===== src/rtl/c3lib_sync_level_qualify.sv =====
// c3lib_sync_level_qualify
//   Single-bit level qualifier for the output of a 2-stage synchronizer.
//   data_out follows data_in only after the new level has been sampled on
//   QUAL_CYCLES consecutive clk edges. Each qualified edge produces a
//   one-cycle rise_pls/fall_pls pulse.
//   Optional macro C3LIB_SYNC_LEVEL_QUALIFY_GLITCH_CNT_EN adds a saturating
//   count of aborted qualifications on glitch_cnt. Without the macro,
//   glitch_cnt is tied to zero.
module c3lib_sync_level_qualify #(
  parameter int   QUAL_CYCLES = 4,
  parameter logic RESET_VAL   = 1'b0,
  localparam int  CNT_W       = $clog2(QUAL_CYCLES + 1)
) (
  input  logic       clk,
  input  logic       rst_n,
  input  logic       data_in,
  output logic       data_out,
  output logic       rise_pls,
  output logic       fall_pls,
  output logic       pend,
  output logic [7:0] glitch_cnt
);

  typedef enum logic {STABLE = 1'b0, PEND = 1'b1} state_t;

  localparam logic [CNT_W-1:0] CNT_LAST = CNT_W'(QUAL_CYCLES - 1);
  localparam logic [CNT_W-1:0] CNT_ONE  = CNT_W'(1);

  state_t           state, state_nxt;
  logic [CNT_W-1:0] cnt, cnt_nxt;
  logic             out_nxt, rise_nxt, fall_nxt;

  // Next-state, counter and transition decode
  always_comb begin
    state_nxt = state;
    cnt_nxt   = cnt;
    out_nxt   = data_out;
    rise_nxt  = 1'b0;
    fall_nxt  = 1'b0;
    case (state)
      STABLE: begin
        cnt_nxt = '0;
        if (data_in != data_out) begin
          if (QUAL_CYCLES == 1) begin
            // Degenerates to a registered pass-through
            out_nxt  = data_in;
            rise_nxt = data_in;
            fall_nxt = ~data_in;
          end else begin
            state_nxt = PEND;
            cnt_nxt   = CNT_ONE;
          end
        end
      end
      PEND: begin
        if (data_in == data_out) begin
          // Level fell back before qualifying: drop it
          state_nxt = STABLE;
          cnt_nxt   = '0;
        end else if (cnt >= CNT_LAST) begin
          out_nxt   = data_in;
          rise_nxt  = data_in;
          fall_nxt  = ~data_in;
          state_nxt = STABLE;
          cnt_nxt   = '0;
        end else begin
          cnt_nxt = cnt + CNT_ONE;
        end
      end
      default: begin
        state_nxt = STABLE;
        cnt_nxt   = '0;
      end
    endcase
  end

  // State, counter and registered outputs
  always_ff @(posedge clk or negedge rst_n) begin
    if (!rst_n) begin
      state    <= STABLE;
      cnt      <= '0;
      data_out <= RESET_VAL;
      rise_pls <= 1'b0;
      fall_pls <= 1'b0;
    end else begin
      state    <= state_nxt;
      cnt      <= cnt_nxt;
      data_out <= out_nxt;
      rise_pls <= rise_nxt;
      fall_pls <= fall_nxt;
    end
  end

  assign pend = (state == PEND);

`ifdef C3LIB_SYNC_LEVEL_QUALIFY_GLITCH_CNT_EN
  logic abort;
  assign abort = (state == PEND) && (data_in == data_out);

  // Saturating abort counter, cleared only by reset
  always_ff @(posedge clk or negedge rst_n) begin
    if (!rst_n)
      glitch_cnt <= 8'h00;
    else if (abort && (glitch_cnt != 8'hFF))
      glitch_cnt <= glitch_cnt + 8'd1;
  end
`else
  assign glitch_cnt = 8'h00;
`endif

endmodule

===== config.mk =====
export PLATFORM = sky130hd
export DESIGN_NAME = c3lib_sync_level_qualify
export DESIGN_NICKNAME = d
export VERILOG_FILES = /design/src/rtl/c3lib_sync_level_qualify.sv
export SDC_FILE = /design/constraint.sdc
export NUM_CORES = 1
export LEC_CHECK = 0
export CAP_MARGIN = 20
export CORE_AREA = 2 2 39 41
export DETAILED_ROUTE_END_ITERATION = 10
export DIE_AREA = 0 0 41 43
export SLEW_MARGIN = 20
export SYNTH_ARGS = -nofsm -noshare
export SYNTH_HDL_FRONTEND = slang
export SYNTH_SLANG_ARGS = --single-unit

===== constraint.sdc =====
create_clock -name clk -period 1.6 [get_ports clk]
set_input_delay 0.4 -clock clk [delete_from_list [all_inputs] [get_ports clk]]
set_output_delay 0.4 -clock clk [all_outputs]
set_load 0.01 [all_outputs]

==> metrics.csv, run 1 <==
metric;value;unit
vias_per_cell;3.84;
cp_max_fo;2;
internal_power;0.000546;W
layout_commonest_cell;conb_1;
hold_viol_final;0;
grt-ovfl-total;0;
die_h;43;um
cap_violations;0;
cts_tree;yes;
port_buffers;6;
register_area;175;um2
area_growth;31.5;%
wl;525;um
drive_above_1_share;26.7;%
drt_iter0_drc;2;
post-place-cells;56;
min_path_type;in -> async;
power;0.000800;W
fp.dieW;41;um
arrival;1680;ps
crit_type;reg -> reg;
syn_area;369;um2
status;finished, final reports clean;
grt_pass1_wl;731;um
dr.pass1.iters;2;
start_util;26.7;%
mostFrequentLayoutCells;conb_1 (8), dfrtp_1 (7), clkdlybuf4s50_1 (5), buf_4 (4), clkbuf_4 (3);
use_met1;8.64;%
pwr-share-seq;34.8;%
synth-main-ff-cell;dfrtp_1;
synth_edf_count;0;
p_clk_share;19.8;%
pre_cts_ws;9.82;ps
cts_max_level;1;
grt_max_degree;8;
clk_pin_slew;50;ps
worst-path-buf-inv;0;
path_delay_family;flip-flops;
yosys-top-cells-area;dfrtp_1 (47%), buf_4 (16%), ha_1 (6.8%), mux2_4 (4.1%), nor3b_1 (4.1%);
stdcell_area;485;um2
ys_seq_area_share;47.5;%
fin_crit_sh;96.8;%
grtUsageTotal;7.20;%
synth_top_area_share;47.5;%
async_flop_share;100;%
crit_path_top_delay_cell;dfrtp_1;
slowest_delay;380;ps
io_pins;15;
timing.fmax;646;MHz
final_nets;51;
fp.coreArea;0.00138;mm2
yosys.area.top_type;dfrtp_1;
setup-violations-final;0;
cts-root-buf;clkbuf_4;
worstPathRequired;1730;ps
power.switching;0.000254;W
syn_avg_cell_area;11.5;um2
layout_setup_ws;51.8;ps
power_density;1650;mW/mm2
cts_hold_buf;0;
synthCells;32;
wl_per_cell;8.61;um
final_antenna_net_count;0;
synth_seq_cells;7;
numCtsBuffers;3;
layout.cells.non_filler;61;
grt_pass1_vias;189;
crit_chain;ha_2 > ha_4 > a211oi_2 > nand2b_4 > mux2_4;
grt_busiest_layer;met1;
gr-usage-met2;7.19;%
synth.distinct_cells;15;
combPwrFrac;45.4;%
num_rows;14;
antenna_cells;0;
fin_skew;2.59;ps
clkLatencyLatePin;250;ps
setup.worst_path.start_class;register;
vias;234;
gp_congestion;0.668;
leakage;0.233;nW
fin_util;35.1;%
clk_path_buf_depth;2;
die-area;0.00176;mm2
ir_drop;0.799;mV
slew_viol_final;0;
grt_use_met3;5.24;%
fillers;146;
period_needed;1550;ps
multiInputGateArea;168;um2
drcViolationCount;0;
placed_cell_area;438;um2
switching_share;31.8;%
yosys_warnings;0;
antenna_found_initial;0;
worstSetupEndpointType;register;
clock-sinks;7;
per-layer routing:
| metal | vias to the layer above | wire length, um |
|---|---|---|
| li1 | 114 | - |
| met1 | 110 | 226 |
| met2 | 8 | 238 |
| met3 | 2 | 53 |
| met4 | 0 | 7 |
| met5 | - | 0 |
synthesized netlist by cell type (2+ instances only):
master   count
ha_1         2
nor2_1       2
buf_4        8
nor3b_1      2
inv_1        2
dfrtp_1      7
area by class of cell:
cell class              count  area share (%)
well taps                  16            4.12
flip-flops and latches      7            36.1
multi-input cells          22            34.5
clock buffers               4            5.41
repair buffers             10            18.3
inverters                   2            1.55
power by group through the flow:
stage | sequential (W) | combinational, W | clock, W
floorplan | 0.000306 | 0.000185 | 0
global placement | 0.000294 | 0.000326 | 0
detailed placement | 0.000293 | 0.000327 | 0
CTS | 0.000278 | 0.000350 | 0.000164
global route | 0.000288 | 0.000399 | 0.000180
finish | 0.000279 | 0.000363 | 0.000159
registers in the layout, summed over array words and instances, names as in the netlist:
signal,flops
cnt,3
data_out,1
fall_pls,1
pend,1
rise_pls,1
cells by family after synthesis:
family,share of synthesized area [%]
buf+inv,18.3
simple gates,15.3
flops,47.5
fa+ha+maj,6.78
compound gates,4.74
other cells,1.02
xor+xnor,2.37
mux,4.07
worst register-to-register path, cell delays in order (launching register included):
cell and delay (ps):
dfrtp_1 380, ha_2 200, ha_4 150, a211oi_2 240
nand2b_4 180, mux2_4 290
through the flow:
step / setup TNS, ps / hold WS (ps)
floorplan: 0 / 104
global placement: 0 / 522
detailed placement: 0 / 516
CTS: 0 / 413
global route: -7.85 / 423
finish: 0 / 407
worst paths after layout:
path,cells past startpoint,to,start,slack [ps]
worst max register to register,5,data_out$_DFFE_PN0P_,cnt[1]$_DFF_PN0_,50
worst min-delay path,1,cnt[2]$_DFF_PN0_,rst_n,410
worst max-delay path,5,data_out$_DFFE_PN0P_,cnt[1]$_DFF_PN0_,50
max in group asynchronous,1,pend$_DFF_PN0_,rst_n,960
worst min register to register,1,cnt[0]$_DFF_PN0_,pend$_DFF_PN0_,540
min in group clk,1,cnt[0]$_DFF_PN0_,pend$_DFF_PN0_,540
what timing repair did:
action / 4_1_cts / 5_1_grt
resized for setup: 1 / 3
pin swaps: 1 / 2
setup buffers: 1 / 0
endpoints found under the setup margin: 3 / 1
(Power assumes the default switching activity.)
==> inputs of run 2 (changes only) <==
==> constraint.sdc (replaced) <==
create_clock -name clk -period 1.7 [get_ports clk]
set_input_delay 0.425 -clock clk [delete_from_list [all_inputs] [get_ports clk]]
set_output_delay 0.425 -clock clk [all_outputs]
set_load 0.01 [all_outputs]
==> metrics.csv, run 2 (synthesized netlist as in run 1, its figures left out) <==
metric;value;unit;change
worstSetupEndpointType;primary output;;was register
worst-path-buf-inv;1;;was 0
dr.pass1.iters;3;;was 2
layout_commonest_cell;conb_1;;unchanged
hold_viol_final;0;;unchanged
grt_pass1_wl;890;um;was 731 um
cts_tree;yes;;unchanged
num_rows;14;;unchanged
fin_crit_sh;97.3;%;
wl_per_cell;9.75;um;was 8.61 um
rr_startpoint;cnt[0]$_DFF_PN0_;;was cnt[1]$_DFF_PN0_
setup.worst_path.start_class;register;;unchanged
path_depth;1;;was 5
status;finished, final reports clean;;unchanged
largest_register_ffs;3;;unchanged
ff2ff_setup_slack;70;ps;was 50 ps
dp_hpwl;388;um;
drive_above_1_share;17.1;%;was 26.7%
grt_pass1_vias;220;;was 189
grt_max_degree;8;;unchanged
cts_max_level;1;;unchanged
crit_chain;clkdlybuf4s50_1;;was ha_2 > ha_4 > a211oi_2 > nand2b_4 > mux2_4
setup_tns;0;ps;unchanged
crit_path_top_delay_cell;clkdlybuf4s50_1;;was dfrtp_1
final_nets;47;;was 51
slew_viol_final;0;;unchanged
min_path_type;in -> async;;unchanged
antenna_cells;0;;unchanged
clk_path_buf_depth;2;;unchanged
clkLatencyLatePin;250;ps;about the same
fillers;144;;was 146
rr_worst_depth;5;;unchanged
mostFrequentLayoutCells;conb_1 (8), dfrtp_1 (6), clkdlybuf4s50_1 (6), clkbuf_4 (3);;was conb_1 (8), dfrtp_1 (7), clkdlybuf4s50_1 (5), buf_4 (4), clkbuf_4 (3)
power_density;1570;mW/mm2;was 1650 mW/mm2
die_h;43;um;unchanged
die-area;0.00176;mm2;unchanged
leakage;0.213;nW;was 0.233 nW
area_growth;20.0;%;was 31.5%
numCtsBuffers;3;;unchanged
timing.fmax;605;MHz;
fp.coreArea;0.00138;mm2;unchanged
vias;216;;was 234
top_register;cnt;;unchanged
path_delay_family;buffers and inverters;;was flip-flops
wl;556;um;was 525 um
antenna_found_initial;0;;unchanged
cp_max_fo;5;;was 2
clock-sinks;7;;unchanged
fp.dieW;41;um;unchanged
fin_util;32.0;%;was 35.1%
io_pins;15;;unchanged
grt-ovfl-total;0;;unchanged
grtUsageTotal;8.81;%;was 7.20%
clk_pin_slew;50;ps;about the same
port_buffers;6;;unchanged
fin_skew;0.637;ps;was 2.59 ps
cap_violations;0;;unchanged
ir_drop;0.838;mV;was 0.799 mV
crit_type;reg -> out;;was reg -> reg
drt_iter0_drc;6;;was 2
worstPathRequired;1270;ps;was 1730 ps
cts-root-buf;clkbuf_4;;unchanged
period_needed;1650;ps;
crit_end;data_out;;was data_out$_DFFE_PN0P_
post-cts-setup-buffer-count;0;;was 1
critPathLaunch;data_out$_DFFE_PN0P_;;was cnt[1]$_DFF_PN0_
rsz0062_at_grt;no;;
drcViolationCount;0;;unchanged
arrival;1230;ps;was 1680 ps
setup-violations-final;0;;unchanged
gp_congestion;0.649;;was 0.668
slowest_delay;560;ps;was 380 ps
final_antenna_net_count;0;;unchanged
vias_per_cell;3.79;;was 3.84
r2r-end;data_out$_DFFE_PN0P_;;unchanged
start_util;26.7;%;unchanged
[run 2: through the flow]
step | worst slack [ps] | total power (W) | hold slack, ps | instances | cell area, um2
after floorplan | 153 | 0.000462 | 129 | 39 | 395
after global placement | 75.4 | 0.000541 | 521 | 53 | 415
after detailed placement | 79.2 | 0.000541 | 515 | 53 | 415
after CTS | 10.1 | 0.000710 | 422 | 57 | 442
after global routing | 0.909 | 0.000754 | 436 | 57 | 443
final | 46.6 | 0.000696 | 432 | 57 | 443
[run 2: area by class of cell]
class	instances	area [um2]	area share [%]
inverter	2	7.51	1.69
multi-input combinational	22	153	34.5
sequential	7	176	39.8
clock buffer	4	26.3	5.93
timing repair buffer	6	60.1	13.6
tap	16	20.0	4.52
[run 2: power breakdown]
part / leakage (nW) / switching [W] / internal, W
Clock: 0.0150 / 0.0000626 / 0.0000896
Combinational: 0.108 / 0.000107 / 0.000154
Sequential: 0.0900 / 0.0000580 / 0.000224
[run 2: how the worst min path moves through the flow]
| stage | to | slack (ps) |
|---|---|---|
| floorplan | cnt[0]$_DFF_PN0_ | 130 |
| global placement | rise_pls$_DFF_PN0_ | 520 |
| detailed placement | rise_pls$_DFF_PN0_ | 520 |
| CTS | cnt[0]$_DFF_PN0_ | 420 |
| global route | rise_pls$_DFF_PN0_ | 440 |
| finish | cnt[0]$_DFF_PN0_ | 430 |
[run 2: timing repair]
| item | in CTS | in global routing |
|---|---|---|
| hold buffers | 0 | 0 |
| hold endpoints to repair | 0 | 0 |
| endpoints found under the setup margin | 0 | 2 |
| gates resized for setup | 0 | 1 |
[run 2: per-layer routing]
layer  share of wire [%]  track usage, %  up-vias
li1                    -               -      105
met1                  39            7.95       99
met2                  51            11.3       10
met3                 7.7            7.85        2
met4                 1.3            8.00        0
met5                   0               0        -
==> inputs of run 3 (changes only) <==
--- a/config.mk
+++ b/config.mk
@@ -5,7 +5,7 @@
 export SDC_FILE = /design/constraint.sdc
 export NUM_CORES = 1
 export LEC_CHECK = 0
-export CAP_MARGIN = 20
+export CAP_MARGIN = 25
 export CORE_AREA = 2 2 39 41
 export DETAILED_ROUTE_END_ITERATION = 10
 export DIE_AREA = 0 0 41 43
==> results of run 3 <==
Same layout as run 2: the final DEF is identical, and so are final timing and power.
